File: src/rtl/lcd_vram_fill.sv
// Per-frame copier: reads the 1 bpp LCD bitmap from system memory and writes it
// as 4-bit nibbles into VRAM, or blanks VRAM when the LCD is off.
module lcd_vram_fill #(
    parameter int unsigned LINES          = 64,
    parameter int unsigned BYTES_PER_LINE = 80,
    parameter bit          INVERT         = 1'b0
) (
    input  logic        clk25,
    input  logic        reset,
    input  logic        lcdon,
    input  logic        frame_start,
    input  logic [21:0] base_addr,
    output logic        mem_req,
    output logic [21:0] mem_a,
    input  logic        mem_ack,
    input  logic [7:0]  mem_di,
    output logic        vram_we,
    output logic [13:0] vram_wa,
    output logic [3:0]  vram_do,
    output logic        busy,
    output logic        frame_done,
    output logic        overrun
);

    typedef enum logic [2:0] {IDLE, FETCH, WR_HI, WR_LO, BLANK} state_t;

    localparam logic [5:0] LAST_LINE = 6'(LINES - 1);
    localparam logic [6:0] LAST_COL  = 7'(BYTES_PER_LINE - 1);
    localparam logic [3:0] INV_MASK  = INVERT ? 4'hF : 4'h0;

    state_t      state_q, state_d;
    logic [5:0]  line_q, line_d;
    logic [6:0]  col_q, col_d;
    logic        half_q, half_d;
    logic [21:0] base_q, base_d;
    logic [3:0]  lo_q, lo_d;
    logic        mem_req_q, mem_req_d;
    logic [21:0] mem_a_q, mem_a_d;
    logic        vram_we_q, vram_we_d;
    logic [13:0] vram_wa_q, vram_wa_d;
    logic [3:0]  vram_do_q, vram_do_d;
    logic        busy_q, busy_d;
    logic        frame_done_q, frame_done_d;
    logic        overrun_q, overrun_d;

    logic        last_col, last_byte;
    logic [5:0]  next_line;
    logic [6:0]  next_col;

    function automatic logic [21:0] src_addr(input logic [21:0] base,
                                             input logic [5:0]  line,
                                             input logic [6:0]  col);
        return base + 22'(line) * 22'(BYTES_PER_LINE) + 22'(col);
    endfunction

    always_comb begin
        last_col  = (col_q == LAST_COL);
        last_byte = last_col && (line_q == LAST_LINE);
        next_col  = last_col ? '0 : col_q + 7'd1;
        next_line = last_col ? line_q + 6'd1 : line_q;
    end

    always_comb begin
        state_d      = state_q;
        line_d       = line_q;
        col_d        = col_q;
        half_d       = half_q;
        base_d       = base_q;
        lo_d         = lo_q;
        mem_req_d    = mem_req_q;
        mem_a_d      = mem_a_q;
        vram_we_d    = vram_we_q;
        vram_wa_d    = vram_wa_q;
        vram_do_d    = vram_do_q;
        busy_d       = busy_q;
        frame_done_d = 1'b0;
        overrun_d    = frame_start && (state_q != IDLE);

        // Outputs are registered, so each state's outputs are set on entry.
        case (state_q)
            IDLE: begin
                if (frame_start) begin
                    base_d = base_addr;
                    line_d = '0;
                    col_d  = '0;
                    half_d = 1'b0;
                    busy_d = 1'b1;
                    if (lcdon) begin
                        state_d   = FETCH;
                        mem_req_d = 1'b1;
                        mem_a_d   = base_addr;
                    end else begin
                        state_d   = BLANK;
                        vram_we_d = 1'b1;
                        vram_wa_d = '0;
                        vram_do_d = '0;
                    end
                end
            end
            FETCH: begin
                if (mem_ack) begin
                    state_d   = WR_HI;
                    mem_req_d = 1'b0;
                    lo_d      = mem_di[3:0];
                    vram_we_d = 1'b1;
                    vram_wa_d = {line_q, col_q, 1'b0};
                    vram_do_d = mem_di[7:4] ^ INV_MASK;
                end
            end
            WR_HI: begin
                state_d   = WR_LO;
                vram_wa_d = {line_q, col_q, 1'b1};
                vram_do_d = lo_q ^ INV_MASK;
            end
            WR_LO: begin
                vram_we_d = 1'b0;
                if (last_byte) begin
                    state_d      = IDLE;
                    busy_d       = 1'b0;
                    frame_done_d = 1'b1;
                end else begin
                    state_d   = FETCH;
                    line_d    = next_line;
                    col_d     = next_col;
                    mem_req_d = 1'b1;
                    mem_a_d   = src_addr(base_q, next_line, next_col);
                end
            end
            BLANK: begin
                if (!half_q) begin
                    half_d    = 1'b1;
                    vram_wa_d = {line_q, col_q, 1'b1};
                end else if (last_byte) begin
                    state_d      = IDLE;
                    vram_we_d    = 1'b0;
                    busy_d       = 1'b0;
                    frame_done_d = 1'b1;
                end else begin
                    half_d    = 1'b0;
                    line_d    = next_line;
                    col_d     = next_col;
                    vram_wa_d = {next_line, next_col, 1'b0};
                end
            end
            default: state_d = IDLE;
        endcase
    end

    always_ff @(posedge clk25 or posedge reset) begin
        if (reset) begin
            state_q      <= IDLE;
            line_q       <= '0;
            col_q        <= '0;
            half_q       <= 1'b0;
            base_q       <= '0;
            lo_q         <= '0;
            mem_req_q    <= 1'b0;
            mem_a_q      <= '0;
            vram_we_q    <= 1'b0;
            vram_wa_q    <= '0;
            vram_do_q    <= '0;
            busy_q       <= 1'b0;
            frame_done_q <= 1'b0;
            overrun_q    <= 1'b0;
        end else begin
            state_q      <= state_d;
            line_q       <= line_d;
            col_q        <= col_d;
            half_q       <= half_d;
            base_q       <= base_d;
            lo_q         <= lo_d;
            mem_req_q    <= mem_req_d;
            mem_a_q      <= mem_a_d;
            vram_we_q    <= vram_we_d;
            vram_wa_q    <= vram_wa_d;
            vram_do_q    <= vram_do_d;
            busy_q       <= busy_d;
            frame_done_q <= frame_done_d;
            overrun_q    <= overrun_d;
        end
    end

    assign mem_req    = mem_req_q;
    assign mem_a      = mem_a_q;
    assign vram_we    = vram_we_q;
    assign vram_wa    = vram_wa_q;
    assign vram_do    = vram_do_q;
    assign busy       = busy_q;
    assign frame_done = frame_done_q;
    assign overrun    = overrun_q;

endmodule

File: config.mk
export PLATFORM = sky130hd
export DESIGN_NAME = lcd_vram_fill
export DESIGN_NICKNAME = d
export VERILOG_FILES = /design/src/rtl/lcd_vram_fill.sv
export SDC_FILE = /design/constraint.sdc
export NUM_CORES = 1
export LEC_CHECK = 0
export ABC_AREA = 1
export BUFFER_PORTS_ARGS = -buffer_cell sky130_fd_sc_hd__buf_2
export CAP_MARGIN = 40
export CELL_PAD_IN_SITES_DETAIL_PLACEMENT = 1
export CELL_PAD_IN_SITES_GLOBAL_PLACEMENT = 2
export CORE_ASPECT_RATIO = 1.4
export CORE_MARGIN = 5
export CORE_UTILIZATION = 33
export DETAILED_ROUTE_END_ITERATION = 16
export PLACE_DENSITY = 0.77
export SYNTH_ARGS = -nofsm -noshare
export SYNTH_HDL_FRONTEND = slang
export SYNTH_SLANG_ARGS = --single-unit
File: constraint.sdc
create_clock -name clk25 -period 5.2 [get_ports clk25]
set_input_delay 0.26 -clock clk25 [delete_from_list [all_inputs] [get_ports clk25]]
set_output_delay 0.26 -clock clk25 [all_outputs]
set_load 0.02 [all_outputs]
Word level (Yosys, flattened, before mapping)
Index checks and enable logic that the tools add are counted.

Flip-flop bits (word level): 88. Word-level logic and storage cells: 106. Bits of input ports: 35.

Reduce and logical (&&, ||, !) cells: 21. Mux-type cells: 52. Add/subtract/negate cells: 4. $mul: 1. Equality and inequality tests: 14.

Operator list (count): two-way mux 14 bit (5); two-way mux 22 bit (3); one-hot mux 14 bit (4 select lines) (1); one-hot mux 22 bit (2 select lines) (1); two-way mux 7 bit (4); two-way mux 6 bit (4); adder 22 x 13 -> 22 bit (1); adder 22 x 7 -> 22 bit (1); one-hot mux 7 bit (3 select lines) (1); one-hot mux 6 bit (3 select lines) (1); two-way mux 1 bit (17); two-way mux 3 bit (5); one-hot mux 3 bit (5 select lines) (1); != test 2 bit (second input constant) (7); two-way mux 4 bit (3); one-hot mux 4 bit (3 select lines) (1); AND reduction 4 bit (3); nonzero test 3 bit (4); AND reduction 5 bit (2); multiplier 6 x 3 -> 9 bit (second input constant) (1); nonzero test 4 bit (2); adder 7 x 1 -> 7 bit (second input constant) (1); equality test 7 bit (second input constant) (1); adder 6 x 1 -> 6 bit (second input constant) (1); other kinds (14) (21).

Longest topological paths before layout
Depth after elaboration: 7. Mapped depth: 28. Depth with buffers taken out: 27.

Worst setup path after synthesis
No wires, ideal clock.

Path type: register to register. From: register col_q[0]. To: register mem_a_q[17], in the netlist mem_a[17]. Cell stages (with the launch flop): 28. Arrival time: 3.979 ns. Period minus slack after synthesis: 4.095 ns. Library setup time: 0.117 ns. Data required time: 5.083 ns. Setup slack: 1.105 ns. Buffers on the path: 1. Cells stage by stage: dfrtp_1 > ha_1 > nand3_1 > nor2_2 > buf_4 > inv_1 > nand2_1 > nand2_1 > inv_1 > ha_1 > ha_1 > fa_1 > nand2_1 > nand2_1 > a21oi_1 > xor2_1 > ha_1 > ha_1 > nand2_1 > inv_1 > a21oi_1 > nor2_1 > nor2_1 > nand2_1 > nand2_1 > nand3_1 > nand2_1 > nand2_1.

Cells in the longest elaborated chain, start to end: 7. Elaborated cells on any way between the ends: 12. Classes of those cells: 3 x add/sub; 1 x mul; 2 x eq/ne; 4 x mux; 2 x reduce/logical.

Ends and longest elaborated chain: start: declaration (line 33) `logic [6:0] col_q, col_d;`; start signal: assignment (line 168) `col_q <= col_d;`; equality test 7 bit (line 57) `last_col = (col_q == LAST_COL);`; two-way mux 6 bit (line 60) `next_line = last_col ? line_q + 6'd1 : line_q;`; multiplier 6 x 3 -> 9 bit (line 53) `return base + 22'(line) * 22'(BYTES_PER_LINE) + 22'(col);`; adder 22 x 13 -> 22 bit (line 53); adder 22 x 7 -> 22 bit (line 53); two-way mux 22 bit (line 117) `if (last_byte) begin`; one-hot mux 22 bit (2 select lines) (line 80) `case (state_q)`; end signal: assignment (line 173) `mem_a_q <= mem_a_d;`; end: declaration (line 38) `logic [21:0] mem_a_q, mem_a_d;`.

Several ways; a longest one is shown, not always the timed one. The select of a mux whose other input is x is not followed. A chain may end at the register's enable or synchronous reset.

Worst setup path in the final report
Ends and elaborated chain as after synthesis.

==> flow_summary_export.csv <==
group,metric,value,unit
logic_synthesis,ys_seq_area_share,38.3,%
worst_setup_path,timing.rr.start,"col_q[0]",
logic_synthesis,synth_cell_types,35,
power_and_ir_drop,ir_drop,141,uV
timing,finalMaxSlewViolations,0,
floorplanning,coreArea,0.0173,mm^2
power_and_ir_drop,swShare,22.6,%
finish,area_growth,16.5,%
placement,place.port_buffers,79,
timing,max-slew-margin-rel,45.2,%
worst_setup_path,r2r_slack,0.55,ns
worst_setup_path,critical_path_class,"reg -> reg",
timing,setup_violations,0,
power_and_ir_drop,power_leakage,3.68,nW
finish,fill_cells,2230,
worst_setup_path,critPathMaxStageDelay,0.48,ns
timing,timing.final.crit_share,89.4,%
clock_tree,cts_buffers,9,
timing,worstMarginPinSlew,0.820,ns
timing,finalCriticalPeriod,4.65,ns
floorplanning,rows,57,
floorplanning,io_pins,80,
power_and_ir_drop,p_comb_share,3.2,%
floorplanning,die_h,166,um
power_and_ir_drop,p_seq_share,48.9,%
worst_setup_path,r2r_end,"mem_a[17]",
power_and_ir_drop,clkPwrFrac,47.9,%
logic_synthesis,syn_inst,792,
grt,grt_first_pass_wirelength,28.8,mm
worst_setup_path,slowest_stage,"o21ai_0",
clock_tree,cts-root-buf,"clkbuf_16",
grt,grt.total_usage,18.0,%
routing,ant_nets,0,
worst_hold_path,holdPathEnd,"lo_q[0]",
worst_hold_path,worstHoldStart,"mem_di[0]",
power_and_ir_drop,power.internal,0.00109,W
worst_setup_path,critPathMaxFanout,7,
timing,rsz0062_at_grt,"no",
logic_synthesis,ys_seq_elements,88,
finish,layout_common_cells,"nand2_1 (286), inv_1 (99), dfrtp_1 (88)",
placement,place_ws,0.323,ns
timing,whs,0.109,ns
worst_setup_path,worst-endpoint-arrival,4.89,ns
worst_setup_path,r2r_cells,23,
routing,first_iter_violations,159,
floorplanning,initial_utilization,33.3,%
logic_synthesis,avgSynthCellArea,7.26,um^2
grt,grt_max_degree,63,
finish,num_antenna_cells,0,
finish,drive_above_1_share,16.4,%
timing,finalHoldViolCount,0,
logic_synthesis,synth_area,0.00575,mm^2
grt,first_global_vias,5800,
routing,wl_per_cell,15.7,um
clock_tree,cts-htree-levels,3,
timing,final.setup.tns,0,ns
timing,finClkSkew,0.00997,ns
worst_setup_path,critPathRequiredTime,5.44,ns
clock_tree,cts_sinks,88,
logic_synthesis,yosys_warnings,0,
worst_setup_path,path_cells,"ha_1, nand3_1, nor2_4, buf_4, o21ai_0, ha_1, fa_1, nand2_1, nand2_1, a21oi_1, xor2_1, ha_1, ha_1, nand2_1, inv_1, a21oi_1, nor2_1, nor2_1, nand2_1, nand2_1, nand3_1, nand2_1, nand2_1",
worst_hold_path,min_path_cells,3,
timing,setup_ws,0.551,ns
grt,overflow,0,
finish,final_common_cell,"nand2_1",
placement,gp_congestion,0.884,
timing,fmax,0.215,GHz
job,maxCapViolCount,0,
worst_setup_path,worst_path_most_repeated_cell,"nand2_1",
floorplanning,die_w,122,um
outcome,outcome,"complete, no violations",
power_and_ir_drop,switchingPower,0.000318,W
worst_setup_path,worstSetupStartpointType,"register",
worst_hold_path,hp-class,"in -> reg",
finish,fin_nets,943,
routing,drc,0,
routing,drt_pre_antenna_iters,4,
power_and_ir_drop,total_power,0.00141,W
placement,dp_hpwl,14.0,mm
floorplanning,die-area,0.0202,mm^2
clock_tree,clkTransAtPathRegs,0.07,ns
routing,wl,17.5,mm
routing,routed_via_density,4.75,
routing,vias,5287,
clock_tree,clkLatencyLatePin,0.35,ns
logic_synthesis,synth_nets,864,
finish,fin_util,38.8,%
grt,grt_antenna_before_repair,0,
clock_tree,cts_tree,"built",
power_and_ir_drop,power.density,210,mW/mm^2
clock_tree,clockBufferDepth,2,
worst_setup_path,crit_path_end_kind,"register",
==> layer usage <==
layer | global-route usage, % | vias up | wire, um
met5 | 0 | - | 0
met4 | 5.22 | 0 | 391
met3 | 3.00 | 21 | 472
met2 | 35.0 | 78 | 9790
met1 | 19.4 | 2521 | 6840
li1 | - | 2667 | -
==> cells by family (layout without fill, tap and decap cells) <==
kind of cell / count (synthesis) / in the layout / share of synthesized area, %
AO/OA/AOI/OAI: 98 / 98 / 9.81
XOR/XNOR: 11 / 11 / 1.67
flip-flops: 88 / 88 / 38.3
buffers and inverters: 127 / 211 / 9.37
AND/OR/NAND/NOR: 431 / 431 / 32.2
adder cells (fa/ha/maj): 37 / 37 / 8.70
==> timing repair <==
action	in CTS	in global routing
endpoints found under the setup margin	0	10
hold buffers	1	0
buffers inserted	0	3
gates resized for setup	0	1
endpoints found under the hold margin	24	0
==> worst max-delay path, delay by kind of cell, from the launching register on <==
kind,cells,cell delay [ns]
adders and majority gates,5,1.70
and+or+nand+nor,12,1.08
AOI/OAI and AO/OA,3,0.95
DFF,1,0.41
buffers and inverters,2,0.21
xor gates and xnor gates,1,0.19
==> worst max-delay path by stage <==
stage | startpoint | to | slack (ns) | cells after the start
after global routing | col_q[0] | mem_a[20] | 0.12 | 23
after detailed placement | col_q[1] | mem_a[17] | 0.32 | 26
after CTS | col_q[1] | mem_a[17] | 0.28 | 26
after floorplan | col_q[0] | mem_a[17] | 1.10 | 27
final | col_q[0] | mem_a[17] | 0.55 | 23
after global placement | col_q[1] | mem_a[17] | 0.59 | 25
==> Yosys cell counts <==
library cell / number / area, um^2
nand2_1: 286 / 1070
inv_1: 100 / 375
dfrtp_1: 88 / 2200
nor2_1: 54 / 203
nand3_1: 50 / 250
o21ai_0: 37 / 185
ha_1: 32 / 400
a21oi_1: 28 / 140
o21ai_2: 11 / 96.3
xor2_1: 11 / 96.3
a31oi_1: 10 / 62.6
nand4_1: 9 / 56.3
o22ai_1: 8 / 50.1
nand2_4: 6 / 67.6
nor3_1: 6 / 30.0
buf_6: 5 / 56.3
clkbuf_1: 5 / 18.8
fa_1: 5 / 100
inv_2: 5 / 18.8
or2_2: 5 / 31.3
buf_2: 4 / 20.0
nand2_2: 4 / 25.0
nor2_4: 4 / 45.0
buf_4: 3 / 22.5
inv_4: 3 / 18.8
nand3_2: 3 / 30.0
nor2_2: 2 / 12.5
a21o_1: 1 / 7.51
a22oi_1: 1 / 7.51
and2_1: 1 / 6.26
clkinv_1: 1 / 3.75
clkinv_2: 1 / 5.00
nor2_8: 1 / 20.0
o21a_1: 1 / 7.51
o31ai_1: 1 / 7.51
==> layout make-up <==
cell class,count,area (um^2),area share [%]
clock buffer,12,246,3.68
clock inverter,4,53.8,0.803
inverter,110,423,6.31
multi-input combinational,577,3020,45.0
sequential,88,2200,32.9
tap,236,295,4.41
timing repair buffer,85,463,6.91
==> flip-flops by register name, summed over array words and instances, names as in the netlist, 3 cells and up <==
register / count
vram_do: 4
base_q: 22
lo_q: 4
mem_a: 22
line_q: 6
state_q: 3
vram_wa: 14
col_q: 7
==> stage by stage <==
stage | instance area, um^2 | instances
floorplan | 5750 | 792
global placement | 6330 | 1091
detailed placement | 6360 | 1092
CTS | 6670 | 1109
global route | 6700 | 1112
finish | 6700 | 1112
==> power by group through the flow <==
stage,Clock (W),Sequential (W),Combinational [W]
floorplan,0,0.000704,0.0000169
global placement,0,0.000702,0.0000430
detailed placement,0,0.000702,0.0000468
CTS,0.000694,0.000689,0.0000475
global route,0.000728,0.000689,0.0000523
finish,0.000674,0.000689,0.0000452
Note: power is estimated with default switching activity, not from simulation.
